==> config.mk <==
export PLATFORM = sky130hd
export DESIGN_NAME = switch_cfg_loader
export DESIGN_NICKNAME = d
export VERILOG_FILES = /design/src/rtl/switch_cfg_loader.sv
export SDC_FILE = /design/constraint.sdc
export NUM_CORES = 1
export LEC_CHECK = 0
export BUFFER_PORTS_ARGS = -buffer_cell sky130_fd_sc_hd__buf_2
export CORE_UTILIZATION = 45
export DETAILED_ROUTE_END_ITERATION = 8
export HOLD_SLACK_MARGIN = 0.08
export PLACE_DENSITY = 0.74
export SYNTH_ARGS = -nofsm -noshare
export SYNTH_HDL_FRONTEND = slang
export SYNTH_SLANG_ARGS = --single-unit
==> constraint.sdc <==
create_clock -name clk -period 6.2 [get_ports clk]
set_input_delay 1.24 -clock clk [delete_from_list [all_inputs] [get_ports clk]]
set_output_delay 1.24 -clock clk [all_outputs]
set_load 0.01 [all_outputs]
==> src/rtl/switch_cfg_loader.sv <==
// ---------------------------------------------------------------------------
// switch_cfg_loader
//
// Purpose:
//   Byte-stream configuration loader for one switch-matrix tile. A framed
//   byte stream arrives over a valid/ready handshake. The frame is buffered
//   into a shadow register file and validated. On success it is committed
//   atomically to the active config bus that drives the matrix.
//
//   Frame layout:
//     0xA5 header
//     NWORDS data bytes (word k = byte[5:0])
//     one checksum byte (XOR of the header and all data bytes)
//
//   Selector word layout:
//     [5:3] source index
//     [2:0] side select (0 = off, 1 = top, 2 = right, 3 = bottom, 4 = left)
//
// Handshake:
//   A byte transfers on a rising clk edge where in_valid && in_ready are
//   both high. The producer holds in_data stable while in_valid is high and
//   in_ready is low. in_valid low simply stalls the loader, with no timeout.
//
// Ports:
//   clk       in   single clock
//   rst       in   synchronous, active-high reset
//   in_valid  in   in_data carries a byte
//   in_data   in   8-bit configuration stream byte
//   in_ready  out  loader accepts in_data this cycle (low during COMMIT
//                  and while in reset)
//   cfg_out   out  active config, NWORDS*CFG_W bits; word k at
//                  [CFG_W*k +: CFG_W]. Word order is top[0..NTB-1],
//                  bottom[0..NTB-1], left[0..NLR-1], right[0..NLR-1].
//   busy      out  frame in progress (state != IDLE)
//   done      out  one-cycle pulse: frame committed
//   err       out  one-cycle pulse: frame rejected
//
// Optional build macro CFG_READBACK_EN adds these ports:
//   rb_addr   in   5-bit word address
//   rb_data   out  registered readback of the active cfg_out word
//                  (0 when rb_addr >= NWORDS)
// ---------------------------------------------------------------------------
module switch_cfg_loader #(
  parameter int NTB   = 5,
  parameter int NLR   = 4,
  parameter int CFG_W = 6
) (
  input  logic                                 clk,
  input  logic                                 rst,
  input  logic                                 in_valid,
  input  logic [7:0]                           in_data,
  output logic                                 in_ready,
  output logic [(2*NTB+2*NLR)*CFG_W-1:0]       cfg_out,
  output logic                                 busy,
  output logic                                 done,
  output logic                                 err
`ifdef CFG_READBACK_EN
  ,
  input  logic [4:0]                           rb_addr,
  output logic [CFG_W-1:0]                     rb_data
`endif
);

  localparam int NWORDS = 2*NTB + 2*NLR;
  localparam int CFG_BITS = NWORDS * CFG_W;
  localparam logic [4:0] LAST_CNT = 5'(NWORDS - 1);
  localparam logic [7:0] HEADER = 8'hA5;

  typedef enum logic [1:0] {
    IDLE   = 2'd0,
    LOAD   = 2'd1,
    CSUM   = 2'd2,
    COMMIT = 2'd3
  } state_t;

  state_t                state_q, state_d;
  logic [4:0]            cnt_q, cnt_d;
  logic [7:0]            xsum_q, xsum_d;
  logic                  bad_q, bad_d;
  logic [CFG_W-1:0]      shadow_q [NWORDS];
  logic [CFG_W-1:0]      shadow_d [NWORDS];
  logic [CFG_BITS-1:0]   cfg_q, cfg_d;
  logic                  in_ready_q, in_ready_d;
  logic                  busy_q, busy_d;
  logic                  done_q, done_d;
  logic                  err_q, err_d;
  logic                  accept;

  // A data byte is illegal if:
  //   - either top bit is set,
  //   - the side code is unknown, or
  //   - the source index is beyond the wire count of the selected side.
  function automatic logic word_bad(input logic [7:0] b);
    logic [2:0] sel;
    logic [2:0] idx;
    logic       bad;
    sel = b[2:0];
    idx = b[5:3];
    bad = 1'b0;
    if (b[7:6] != 2'b00) begin
      bad = 1'b1;
    end
    if (sel > 3'd4) begin
      bad = 1'b1;
    end
    if (((sel == 3'd1) || (sel == 3'd3)) && (int'(idx) >= NTB)) begin
      bad = 1'b1;
    end
    if (((sel == 3'd2) || (sel == 3'd4)) && (int'(idx) >= NLR)) begin
      bad = 1'b1;
    end
    return bad;
  endfunction

  assign accept = in_valid && in_ready_q;

  always_comb begin
    state_d  = state_q;
    cnt_d    = cnt_q;
    xsum_d   = xsum_q;
    bad_d    = bad_q;
    shadow_d = shadow_q;
    cfg_d    = cfg_q;
    done_d   = 1'b0;
    err_d    = 1'b0;

    case (state_q)
      IDLE: begin
        // Anything other than the header is consumed and dropped silently.
        if (accept && (in_data == HEADER)) begin
          state_d = LOAD;
          cnt_d   = 5'd0;
          xsum_d  = HEADER;
          bad_d   = 1'b0;
        end
      end

      LOAD: begin
        // 0xA5 here is ordinary data; there is no resync inside a frame.
        if (accept) begin
          shadow_d[cnt_q] = in_data[CFG_W-1:0];
          xsum_d          = xsum_q ^ in_data;
          cnt_d           = cnt_q + 5'd1;
          if (word_bad(in_data)) begin
            bad_d = 1'b1;
          end
          if (cnt_q == LAST_CNT) begin
            state_d = CSUM;
          end
        end
      end

      CSUM: begin
        if (accept) begin
          if (in_data != xsum_q) begin
            bad_d = 1'b1;
          end
          state_d = COMMIT;
        end
      end

      COMMIT: begin
        // The whole shadow lands at once. A rejected frame leaves the
        // active config untouched.
        if (!bad_q) begin
          for (int k = 0; k < NWORDS; k++) begin
            cfg_d[k*CFG_W +: CFG_W] = shadow_q[k];
          end
          done_d = 1'b1;
        end else begin
          err_d = 1'b1;
        end
        state_d = IDLE;
      end

      default: begin
        state_d = IDLE;
      end
    endcase

    // Outputs are registered from the next state. in_ready and busy
    // therefore track the state the FSM is entering.
    in_ready_d = (state_d != COMMIT);
    busy_d     = (state_d != IDLE);
  end

  always_ff @(posedge clk) begin
    if (rst) begin
      state_q    <= IDLE;
      cnt_q      <= 5'd0;
      xsum_q     <= 8'd0;
      bad_q      <= 1'b0;
      cfg_q      <= '0;
      in_ready_q <= 1'b0;
      busy_q     <= 1'b0;
      done_q     <= 1'b0;
      err_q      <= 1'b0;
      for (int k = 0; k < NWORDS; k++) begin
        shadow_q[k] <= '0;
      end
    end else begin
      state_q    <= state_d;
      cnt_q      <= cnt_d;
      xsum_q     <= xsum_d;
      bad_q      <= bad_d;
      cfg_q      <= cfg_d;
      in_ready_q <= in_ready_d;
      busy_q     <= busy_d;
      done_q     <= done_d;
      err_q      <= err_d;
      for (int k = 0; k < NWORDS; k++) begin
        shadow_q[k] <= shadow_d[k];
      end
    end
  end

  assign in_ready = in_ready_q;
  assign cfg_out  = cfg_q;
  assign busy     = busy_q;
  assign done     = done_q;
  assign err      = err_q;

`ifdef CFG_READBACK_EN
  logic [CFG_W-1:0] rb_data_q, rb_data_d;

  // Reads the active word, not the shadow.
  // Out-of-range addresses return 0.
  always_comb begin
    rb_data_d = '0;
    for (int k = 0; k < NWORDS; k++) begin
      if (rb_addr == 5'(k)) begin
        rb_data_d = cfg_q[k*CFG_W +: CFG_W];
      end
    end
  end

  always_ff @(posedge clk) begin
    if (rst) begin
      rb_data_q <= '0;
    end else begin
      rb_data_q <= rb_data_d;
    end
  end

  assign rb_data = rb_data_q;
`endif

endmodule

=== Word level (Yosys, flattened, before mapping) ===
Cells that the tools add are included.

* Register bits after elaboration: 236
* Output and inout port bits: 112
* Input port bits: 11

* Equality and inequality tests: 16
* Multiplexer cells: 28
* Add/subtract/negate cells: 1
* Reductions and logical operators: 17
* Magnitude comparators: 5
* Bitwise operators: 4

{| class="wikitable"
|+ Operators with widths
! kind !! count
|-
| $bwmux 108 || 1
|-
| $demux 6 s5 || 1
|-
| $mux 8 || 2
|-
| $pmux 8 s2 || 1
|-
| $mux 1 || 13
|-
| $mux 5 || 2
|-
| $ne 2x2->1 const B || 5
|-
| $pmux 5 s2 || 1
|-
| $eq 8x8->1 const B || 1
|-
| $mux 2 || 4
|-
| $ne 8x8->1 || 1
|-
| $pmux 2 s4 || 1
|-
| $xor 8x8->8 || 1
|-
| $eq 3x2->1 const B || 2
|-
| $ge 3x3->1 const B || 2
|-
| $ge 6x6->1 const B || 1
|-
| $lt 6x1->1 const B || 1
|-
| $mux 6 || 1
|-
| $not 5->6 || 1
|-
| $reduce_and 6->1 || 1
|-
| $reduce_bool 2->1 || 3
|-
| $add 5x1->5 const B || 1
|-
| $eq 5x5->1 const B || 1
|-
| $logic_and 1x1->1 || 5
|-
| 14 further kinds || 18
|}

=== Longest topological paths before layout ===
Gate-level depths: netlist (run 1).

* Depth in word-level cells: 10
* Mapped depth: 9

=== Worst setup path before layout (run 1) ===
OpenSTA, ideal clock, no wires.

* Path kind: input -> register
* From: in in_data[0]
* To: reg xsum_q[6]
* Setup time: 0.133 ns
* Path slack: 3.352 ns
* Required time: 6.067 ns
* Stages on the path: 7
* Arrival time: 2.715 ns
* Path through: buf_4 > or3b_1 > o41ai_4 > o211a_1 > buf_6 > o211a_1 > nor3_2

* Longest elaborated chain between the ends: 4

{| class="wikitable"
|+ RTL lines
! item !! line !! text
|-
| from (decl) || 51 || <nowiki>input logic [7:0] in_data,</nowiki>
|-
| $eq 8x8->1 || 130 || <nowiki>if (accept && (in_data == HEADER)) begin</nowiki>
|-
| $logic_and 1x1->1 || 130 ||
|-
| $ne 2x2->1 (no source line) || n/a ||
|-
| $reduce_and 3->1 (no source line) || n/a ||
|-
| to (signal assigned) || 204 || <nowiki>xsum_q <= xsum_d;</nowiki>
|-
| to (decl) || 78 || <nowiki>logic [7:0] xsum_q, xsum_d;</nowiki>
|}

Every way passes these cells.
A chain may end at the register's enable or synchronous reset.

=== Worst setup path in the final report (run 1) ===
* From: in in_data[0]
* To: reg cnt_q[0]

* Longest elaborated chain between the ends: 4

{| class="wikitable"
|+ RTL lines
! item !! line !! text
|-
| $eq 8x8->1 || 130 ||
|-
| $logic_and 1x1->1 || 130 ||
|-
| $ne 2x2->1 (no source line) || n/a ||
|-
| $reduce_and 3->1 (no source line) || n/a ||
|-
| to (signal assigned) || 203 || <nowiki>cnt_q <= cnt_d;</nowiki>
|-
| to (decl) || 77 || <nowiki>logic [4:0] cnt_q, cnt_d;</nowiki>
|}

Every way passes these cells.

==> impl_metrics.csv, run 1 <==
group,metric,value,unit
run_status,status,"completed",
cts,root_buffer,"clkbuf_16",
synth,synth.distinct_cells,51,
final_layout,fin_nets,1111,
drt,wl_per_cell,14.9,um
critical_path,cp-end-kind,"flip-flop",
run,cap_violations,0,
final_layout,final-seq-area,4720,um2
final_layout,diodes,0,
grt,grt.met3_usage,0.0336,
place,pre_cts_slack,2.72,ns
cts,hold_buffers,0,
grt,track_usage,0.205,
final_layout,fin_util,0.546,
sta,setup_slack,3.21,ns
min_path,hold_class,"flip-flop to flip-flop",
synth,synth_warnings,0,
grt,grt_most_used_layer,"met2",
synth,synth_ff_type,"dfxtp_1",
sta,rsz0062_at_grt,"false",
floorplanning,fp.dieW,142,um
synth,yosys_register_bits,236,
sta,hold_violations,0,
sta,period_minus_slack,2.99,ns
synth,netlist_area,8820,um2
cts,post_cts_buffers,0,
sta,tightest_slew,1.14,ns
sta,fin_skew,0.00724,ns
final_layout,fill_cells,1782,
floorplanning,core_area,19000,um2
critical_path,path_buf_inv,1,
place,place_area,9490,um2
cts,cts_tree,"yes",
critical_path,cp_max_fo,25,
sta,setup_tns,0,ns
pwr,cellLeakagePower,3.82,nW
grt,antenna_found_initial,0,
sta,fmax,0.335,GHz
sta,post-route-period-util,0.482,
critical_path,path_delay_family,"compound AO/OA/AOI/OAI gates",
place,placed_cells,1326,
cts,clk_latency,0.50,ns
place,hpwl,12.3,mm
synth,ys_async_sr_fraction,0,
sta,finalSetupViolations,0,
floorplanning,die_h,142,um
cts,path_clk_slew,0.06,ns
floorplanning,ios,123,
floorplanning,num_rows,50,
pwr,ir_worst_vdd,0.146,mV
place,globalplace.congestion,0.751,
pwr,pwr_density_cell,302,nW/um2
grt,use_met1,0.276,
floorplanning,die_area,20200,um2
critical_path,slowest_stage,"o211a_1",
cts,cts_buffers,24,
critical_path,crit_type,"input pin to flip-flop",
grt,grt_pass1_vias,6735,
place,io_buffer_count,122,
synth,synth-edff-count,0,
synth,synth_area_leaders,"dfxtp_1 (54%), nand2_1 (11%), mux2i_1 (9.0%), a21oi_1 (8.3%), nor2_1 (3.9%)",
critical_path,crit_path_start_kind,"input pin",
drt,routed_wl,20.4,mm
critical_path,crit_arrival,3.34,ns
sta,slew_headroom,0.243,
grt,grt_pass1_wl,33.6,mm
drt,first_iter_violations,426,
final_layout,syn2layout_area_growth,17.3,%
drt,viasPerCell,5.18,
synth,syn_nets,1038,
synth,yosysTopAreaCell,"dfxtp_1",
drt,vias,7080,
cts,postCtsResizedCells,0,
final_layout,multi_input_area,3750,um2
final_layout,stdcell_count,1368,
cts,cts_max_path_buffers,3,
critical_path,cpPeakStageDelay,0.52,ns
critical_path,worst_ep_required_time,6.56,ns
drt,drc,0,
floorplanning,start_util,0.465,
drt,dr.pass1.iters,6,
grt,gr-usage-met2,0.341,
final_layout,finalInstanceArea,10400,um2
cts,htree_levels,1,
drt,ant_nets,0,
synth,yosys.area.top_type_share,0.536,
synth,syn_inst,1019,
critical_path,cp_cell_sequence,"buf_2 -> or3b_1 -> o41ai_4 -> o211a_1 -> mux2_2 -> nor2_1",
synth,seq_area_frac_synth,0.536,
sta,final_max_slew_viol_count,0,
cts,clock-sinks,236,
synth,syn_avg_cell_area,8.66,um2
grt,grt_max_degree,109,
grt,grt_overflow_total,0,
final_layout,drive_above_1_share,0.169,
cell type report:
cell class,instances,share of cell area
flip-flops and latches,236,0.456
multi-input cells,694,0.363
clock buffers,35,0.0699
repair buffers,126,0.0625
well taps,260,0.0314
clock inverters,7,0.0137
inverters,10,0.00363
state kept, by name, indices dropped and copies added, names as in the netlist:
| name | count |
|---|---|
| state_q | 2 |
| in_ready | 1 |
| busy | 1 |
| cnt_q | 5 |
| done | 1 |
| xsum_q | 8 |
| bad_q | 1 |
| shadow_q | 108 |
| err | 1 |
| cfg_out | 108 |
where the power goes:
part	switching [mW]	internal [mW]	total, mW
clock	0.573	0.973	1.55
combinational	0.0488	0.0100	0.0588
sequential	0.000705	1.52	1.52
synth_stat cells, drive strengths merged, types with 2 or more instances:
| master | count |
|---|---|
| a21oi | 146 |
| a221oi | 2 |
| a31oi | 3 |
| and3 | 3 |
| buf | 12 |
| clkbuf | 67 |
| dfxtp | 236 |
| ha | 8 |
| inv | 10 |
| mux2i | 79 |
| nand2 | 253 |
| nand2b | 5 |
| nand3 | 7 |
| nand3b | 4 |
| nand4 | 2 |
| nor2 | 101 |
| nor2b | 2 |
| nor3 | 2 |
| nor3b | 2 |
| o211a | 2 |
| o21a | 9 |
| o21ai | 32 |
| o21ba | 2 |
| o32ai | 3 |
| or2 | 3 |
| or3 | 2 |
| xnor2 | 2 |
| xor2 | 6 |
metal layers:
layer  vias to the layer above  share of wire  wire length, um
li1                       3512              -                -
met1                      3347           0.47             9580
met2                       195           0.46             9460
met3                        26          0.054             1110
met4                         0          0.014              278
met5                         -              0                0
kinds of logic (layout without fill, tap and decap cells):
logic type | Yosys count | in the layout | synth area share
multiplexers | 80 | 80 | 0.0909
XOR/XNOR | 8 | 8 | 0.00794
AO/OA/AOI/OAI | 209 | 209 | 0.135
buffers and inverters | 89 | 178 | 0.0407
flip-flops | 236 | 236 | 0.536
adder cells (fa/ha/maj) | 8 | 8 | 0.0113
AND/OR/NAND/NOR | 389 | 389 | 0.179
metrics by stage:
| step | hold WS (ns) | total power [mW] |
|---|---|---|
| global route | 0.465 | 3.21 |
| detailed placement | 0.444 | 1.61 |
| global placement | 0.437 | 1.61 |
| CTS | 0.452 | 3.15 |
| finish | 0.449 | 3.12 |
| floorplan | 0.428 | 1.59 |
tightest hold or removal path: stages (launching register included):
cell,delay [ns]
dfxtp_1,0.30
nand2_1,0.05
a21oi_1,0.05
cell usage in the layout, fill, tap and decap left out, types with 2 or more instances in the layout:
cell and count:
nor3b_1 2, and3_1 3, dfxtp_1 236, a21oi_1 146
bufinv_16 4, nand4_1 2, o21ai_0 31, o32ai_1 2
xor2_1 6, nand2b_1 4, o21ba_2 2, or2_0 2
o21a_1 9, xnor2_1 2, clkbuf_16 25, buf_4 4
a31oi_1 3, clkbuf_8 6, nand2_1 252, mux2i_1 79
or3_1 2, o211a_1 2, nor2_2 9, ha_1 8
a221oi_2 2, buf_2 121, clkbuf_1 4, nor2_1 92
nand3b_1 4, inv_1 10, nand3_1 7
final timing paths:
path / startpoint / endpoint / slack [ns] / cells after the start
worst max register to register: state_q[1] / shadow_q[75] / 3.50 / 7
worst min register to register: cfg_out[74] / cfg_out[74] / 0.45 / 2
worst max-delay path: in_data[0] / cnt_q[0] / 3.21 / 6
worst min-delay path: cfg_out[74] / cfg_out[74] / 0.45 / 2
Power figures use the tool's default switching activity.
==> run 2: changes to the inputs <==
Settings changed: ABC_AREA set to 1.
Clock period 6.2 ns to 2.86 ns, I/O delays scaled along.
==> run 2 against run 1 <==
  * Hold slack lost 0.056 ns
  * First-iteration DRC count grew 26%
  * Combinational power grew to 2.9 times the previous value
  * Clock skew grew 0.00056 ns
  * Register-to-register slack lost 2.7 ns
  * Worst setup slack lost 2.4 ns
  * Via count grew 0.21%
  * Clock power grew 95%
  * Largest power group is now sequential cells
==> impl_metrics.csv, run 2 <==
group,metric,value,unit
run_status,status,"completed",
cts,path_clk_slew,0.06,ns
grt,grt_pass1_vias,6594,
sta,hold_violations,0,
cts,root_buffer,"clkbuf_16",
final_layout,drive_above_1_share,0.176,
final_layout,syn2layout_area_growth,16.0,%
sta,period_minus_slack,2.06,ns
min_path,hold_class,"input pin to flip-flop",
drt,dr.pass1.iters,5,
floorplanning,start_util,0.461,
sta,setup_slack,0.802,ns
final_layout,fin_nets,1155,
floorplanning,fp.dieW,141,um
critical_path,worstReg2RegStart,"state_q[0]",
sta,fin_skew,0.00780,ns
cts,cts_buffers,24,
cts,postCtsResizedCells,0,
sta,whs,0.394,ns
critical_path,path_common_cell,"nor2_1",
cts,clock-sinks,236,
synth,yosysMostFrequentCell,"dfxtp_1",
critical_path,cp_cell_sequence,"ha_1 -> inv_2 -> nor2_8 -> nand2_4 -> nor2_4 -> o31ai_1 -> nor2_1 -> nor2_1",
critical_path,cp_max_fo,13,
final_layout,layout_common_cells,"dfxtp_1 (236), nor2_1 (235), o21ai_0 (210), a21oi_1 (122), buf_2 (122)",
sta,final_max_slew_viol_count,0,
synth,yosysTopAreaCell,"dfxtp_1",
grt,antenna_found_initial,0,
synth,ys_async_sr_fraction,0,
place,io_buffer_count,122,
synth,synth_warnings,0,
place,pre_cts_slack,0.716,ns
floorplanning,ios,123,
critical_path,crit_path_start_kind,"flip-flop",
synth,synth_common_cells,"dfxtp_1 (236), nor2_1 (235), o21ai_0 (210)",
cts,post_cts_buffers,0,
cts,htree_levels,1,
cts,cts_max_path_buffers,3,
pwr,cellLeakagePower,4.82,nW
critical_path,slowest_stage,"dfxtp_1",
run,cap_violations,0,
floorplanning,num_rows,50,
grt,grt_max_degree,109,
drt,drc,0,
critical_path,path_buf_inv,1,
synth,syn_inst,1055,
min_path,hold_path.startpoint,"in_data[6]",
grt,grt_overflow_total,0,
floorplanning,die_h,141,um
synth,syn_avg_cell_area,8.21,um2
pwr,finalPower,6.49,mW
sta,post-route-period-util,0.720,
sta,slew_headroom,0.331,
cts,clk_latency,0.51,ns
grt,grt_pass1_wl,33.6,mm
critical_path,path_delay_family,"simple AND/OR/NAND/NOR gates",
final_layout,diodes,0,
drt,vias,7095,
drt,ant_nets,0,
sta,fmax,0.486,GHz
critical_path,worst_ep_required_time,3.25,ns
floorplanning,die_area,19800,um2
pwr,pwr_density_cell,646,nW/um2
final_layout,fin_util,0.535,
critical_path,cp-end-kind,"flip-flop",
critical_path,crit_arrival,2.45,ns
synth,yosys_register_bits,236,
critical_path,cpPeakStageDelay,0.41,ns
critical_path,critical_path.startpoint,"state_q[0]",
sta,tightest_slew,1.00,ns
cts,cts_tree,"yes",
sta,finalSetupViolations,0,
synth,seq_area_frac_synth,0.546,
synth,syn_nets,1074,
place,hpwl,12.0,mm
final_layout,fill_cells,1770,
synth,synth-edff-count,0,
critical_path,crit_type,"flip-flop to flip-flop",
synth,synth_area_leaders,"dfxtp_1 (55%), o21ai_0 (12%), nor2_1 (10%), a21oi_1 (7.0%), nand2_1 (2.9%)",
drt,first_iter_violations,537,
synth,synth_ff_type,"dfxtp_1",
grt,track_usage,0.208,
drt,routed_wl,20.4,mm
floorplanning,core_area,18800,um2
sta,setup_tns,0,ns
synth,synth.distinct_cells,26,
place,globalplace.congestion,0.844,
drt,wl_per_cell,14.7,um
drt,viasPerCell,5.12,
pwr,ir_worst_vdd,0.397,mV
synth,netlist_area,8660,um2
sta,rsz0062_at_grt,"false",
synth,yosys.area.top_type_share,0.546,
cts,hold_buffers,0,
final_layout,final_common_cell,"dfxtp_1",
## run 2: cell types whose count changed in the layout (fill, tap and decap cells not counted), sizes merged, moves of 6 or more
| cell | delta |
|---|---|
| clkinv | +6 |
| nor2 | +155 |
| mux2i | -79 |
| nand3 | +10 |
| buf | +8 |
| inv | +24 |
| o21ai | +187 |
| a21oi | -24 |
| nand2 | -181 |
| o21a | -9 |
## run 2: layout make-up
class                           count  area (um2)  area share
Clock inverter                      9        78.8     0.00784
Sequential cell                   236        4720       0.470
Multi-Input combinational cell    704        3380       0.337
Inverter                           36         139      0.0138
Clock buffer                       32         682      0.0679
Timing Repair Buffer              134         751      0.0747
Tap cell                          234         293      0.0291
## run 2: worst reg2reg max path, stage by stage (launching register included)
cell     delay (ns)
dfxtp_1        0.41
ha_1           0.38
inv_2          0.16
nor2_8         0.22
nand2_4        0.17
nor2_4         0.28
o31ai_1        0.16
nor2_1         0.12
nor2_1         0.04
## run 2: cells by family (layout without fill, tap and decap cells)
group,count (synthesis),in the layout,synth area share
and+or+nand+nor,351,351,0.177
AOI/OAI and AO/OA,342,342,0.198
adders and majority gates,8,8,0.0116
buffers and inverters,115,211,0.0646
DFF,236,236,0.546
xor gates and xnor gates,3,3,0.00303
## run 2: path summary, 6_finish.rpt
| path | to | slack (ns) | cells after the start |
|---|---|---|---|
| min | xsum_q[6] | 0.39 | 4 |
| max | in_ready | 0.80 | 8 |
| min reg2reg | cfg_out[65] | 0.48 | 2 |
| max reg2reg | in_ready | 0.80 | 8 |
## run 2: power by group
part           internal (mW)  leakage (nW)  switching, mW
sequential              3.29          1.90        0.00559
combinational         0.0442          2.55          0.127
clock                   1.76         0.373           1.26
total                   5.10          4.82           1.39
## run 2: layer usage
metal  part of all wire  vias to the layer above  track usage  wire [um]
met1               0.47                     3276        0.284       9510
met2               0.47                      161        0.347       9610
met4              0.017                        0       0.0538        340
li1                   -                     3631            -          -
met3              0.044                       27       0.0268        895
met5                  0                        -            0          0
## run 2: through the flow
step	area [um2]	cells
2_1_floorplan	8660	1055
3_3_place_gp	9290	1344
3_5_place_dp	9290	1344
4_1_cts	10000	1385
5_1_grt	10000	1385
6_report	10000	1385
==> run 3: changes to the inputs <==
Settings changed: ABC_AREA 1 to 0.
Clock period 2.86 ns to 2 ns, I/O delays scaled along.
==> run 3 against run 2 <==
  * Clock power increased by 58%
  * Fmax is 12% higher
  * Largest power group is now the clock network
  * Via count up 1.1%
  * Global-route usage fell by 0.30 points
  * Core utilization increased by 3.6 points
  * Combinational power up 30%
  * Cell count up 1.9%
  * Sequential share of layout area is 3.4 points lower
  * Non-clock buffer count is 34 higher
  * Die area is 1.8% higher
  * Critical path depth is the same
  * Critical path type unchanged
  * Flip-flop and latch count unchanged
==> impl_metrics.csv, run 3 (synthesized netlist as in run 1, its figures left out) <==
group,metric,value,unit
run_status,status,"completed",
run,cap_violations,0,
critical_path,crit_arrival,2.23,ns
floorplanning,core_area,19000,um2
grt,grt_max_degree,110,
cts,clock-sinks,236,
pwr,power.sequential.fraction,0.485,
sta,post-route-period-util,0.919,
floorplanning,fp.dieW,142,um
floorplanning,die_area,20200,um2
place,place_area,9960,um2
sta,hold_violations,0,
pwr,pwr_density_cell,896,nW/um2
drt,ant_nets,0,
critical_path,r2r_setup_slack,0.16,ns
final_layout,fin_nets,1153,
final_layout,stdcell_count,1412,
drt,vias,7175,
final_layout,diodes,0,
final_layout,final_common_cell,"nand2_1",
place,globalplace.congestion,0.769,
drt,routed_wl,20.8,mm
pwr,p_int,7.66,mW
floorplanning,num_rows,50,
place,hpwl,12.8,mm
cts,cts_buffers,24,
sta,final_max_slew_viol_count,0,
cts,post_cts_buffers,0,
drt,viasPerCell,5.08,
sta,tightest_slew,0.559,ns
cts,cts_max_path_buffers,3,
place,io_buffer_count,122,
cts,clk_latency,0.51,ns
cts,root_buffer,"clkbuf_16",
pwr,p_switching,2.04,mW
drt,drc,0,
critical_path,worst_ep_required_time,2.40,ns
min_path,hold_end,"xsum_q[7]",
sta,slew_headroom,0.627,
floorplanning,ios,123,
drt,first_iter_violations,363,
pwr,comb_power_share,0.023,
final_layout,layout_common_cells,"nand2_1 (252), dfxtp_1 (236), a21oi_1 (146), buf_2 (121), nor2_1 (92)",
sta,period_minus_slack,1.84,ns
grt,grt_pass1_wl,33.3,mm
critical_path,worstReg2RegStart,"state_q[1]",
drt,dr.pass1.iters,6,
cts,hold_buffers,0,
floorplanning,start_util,0.465,
sta,fin_skew,0.0102,ns
pwr,p_sw_frac,0.210,
cts,path_clk_slew,0.07,ns
critical_path,cp_max_fo,6,
final_layout,finalInstanceArea,10800,um2
sta,rsz0062_at_grt,"false",
grt,grt_overflow_total,0,
min_path,hold_path.startpoint,"in_data[7]",
min_path,hold_depth,3,
min_path,hold_class,"input pin to flip-flop",
pwr,cellLeakagePower,4.06,nW
drt,wl_per_cell,14.8,um
pwr,ir_worst_vdd,0.523,mV
floorplanning,die_h,142,um
cts,htree_levels,1,
pwr,clockPowerShare,0.493,
final_layout,syn2layout_area_growth,22.8,%
cts,postCtsResizedCells,0,
critical_path,crit_type,"flip-flop to flip-flop",
grt,grt_pass1_vias,6606,
critical_path,reg2regPathDepth,8,
critical_path,cp-end-kind,"flip-flop",
critical_path,crit_path_start_kind,"flip-flop",
sta,fmax,0.544,GHz
grt,antenna_found_initial,0,
final_layout,drive_above_1_share,0.203,
cts,cts_tree,"yes",
sta,finalSetupViolations,0,
critical_path,r2r_end,"shadow_q[80]",
grt,track_usage,0.205,
place,placed_cells,1368,
## run 3: changes by cell type in the layout (fill, tap and decap cells not counted), sizes merged, moves of 4 or more
cell,before,now
o21ai,219,32
mux2i,0,79
nand2,72,253
o21a,0,9
inv,35,11
nand3,17,7
buf,134,168
nor2,256,101
clkinv,7,2
a21oi,122,146
nand2b,0,5
clkinvlp,2,6
## run 3: through the flow
stage	total power [mW]	utilization	TNS, ns	worst slack [ns]	hold WS (ns)
global placement	5.03	0.526	0	0.00261	0.433
finish	9.70	0.571	0	0.163	0.262
global route	9.98	0.571	0	0.0421	0.255
floorplan	4.93	-	0	0.111	0.428
detailed placement	5.03	0.526	-0.337	-0.0599	0.440
CTS	9.77	0.571	0	0.146	0.242
## run 3: worst max-delay path, stage by stage (launching register included)
cell and delay [ns]:
dfxtp_1 0.35, inv_1 0.09, ha_1 0.16, and3_1 0.26, nand2_1 0.24, nor2_2 0.21
buf_12 0.15, mux2i_1 0.20, nor2_1 0.06
## run 3: layout make-up
class,count,area [um2]
Clock inverter,12,154
Fill cell,1697,8130
Tap cell,260,325
Multi-Input combinational cell,694,3750
Timing Repair Buffer,168,1120
Clock buffer,32,712
Inverter,10,37.5
Sequential cell,236,4720
## run 3: per-layer routing
layer  vias to the layer above  track usage  routed length, um
met1                      3346        0.271               9610
li1                       3594            -                  -
met3                        27       0.0316               1070
met5                         -            0                  0
met2                       208        0.349               9830
met4                         0       0.0492                323
## run 3: how the worst max path moves through the flow
stage	cells after the start	slack [ns]	startpoint	to
6_report	8	0.16	state_q[1]	shadow_q[80]
5_1_grt	8	0.04	state_q[1]	shadow_q[80]
4_1_cts	8	0.15	state_q[1]	shadow_q[80]
3_5_place_dp	7	-0.06	in_data[3]	xsum_q[4]
3_3_place_gp	7	0.003	in_data[3]	xsum_q[3]
2_1_floorplan	7	0.11	in_data[0]	xsum_q[6]
## run 3: power by group through the flow
stage | Clock [mW] | Sequential [mW] | Combinational, mW
2_1_floorplan | 0 | 4.81 | 0.126
3_3_place_gp | 0 | 4.81 | 0.222
3_5_place_dp | 0 | 4.81 | 0.222
4_1_cts | 4.85 | 4.70 | 0.223
5_1_grt | 5.05 | 4.70 | 0.236
6_report | 4.78 | 4.70 | 0.222
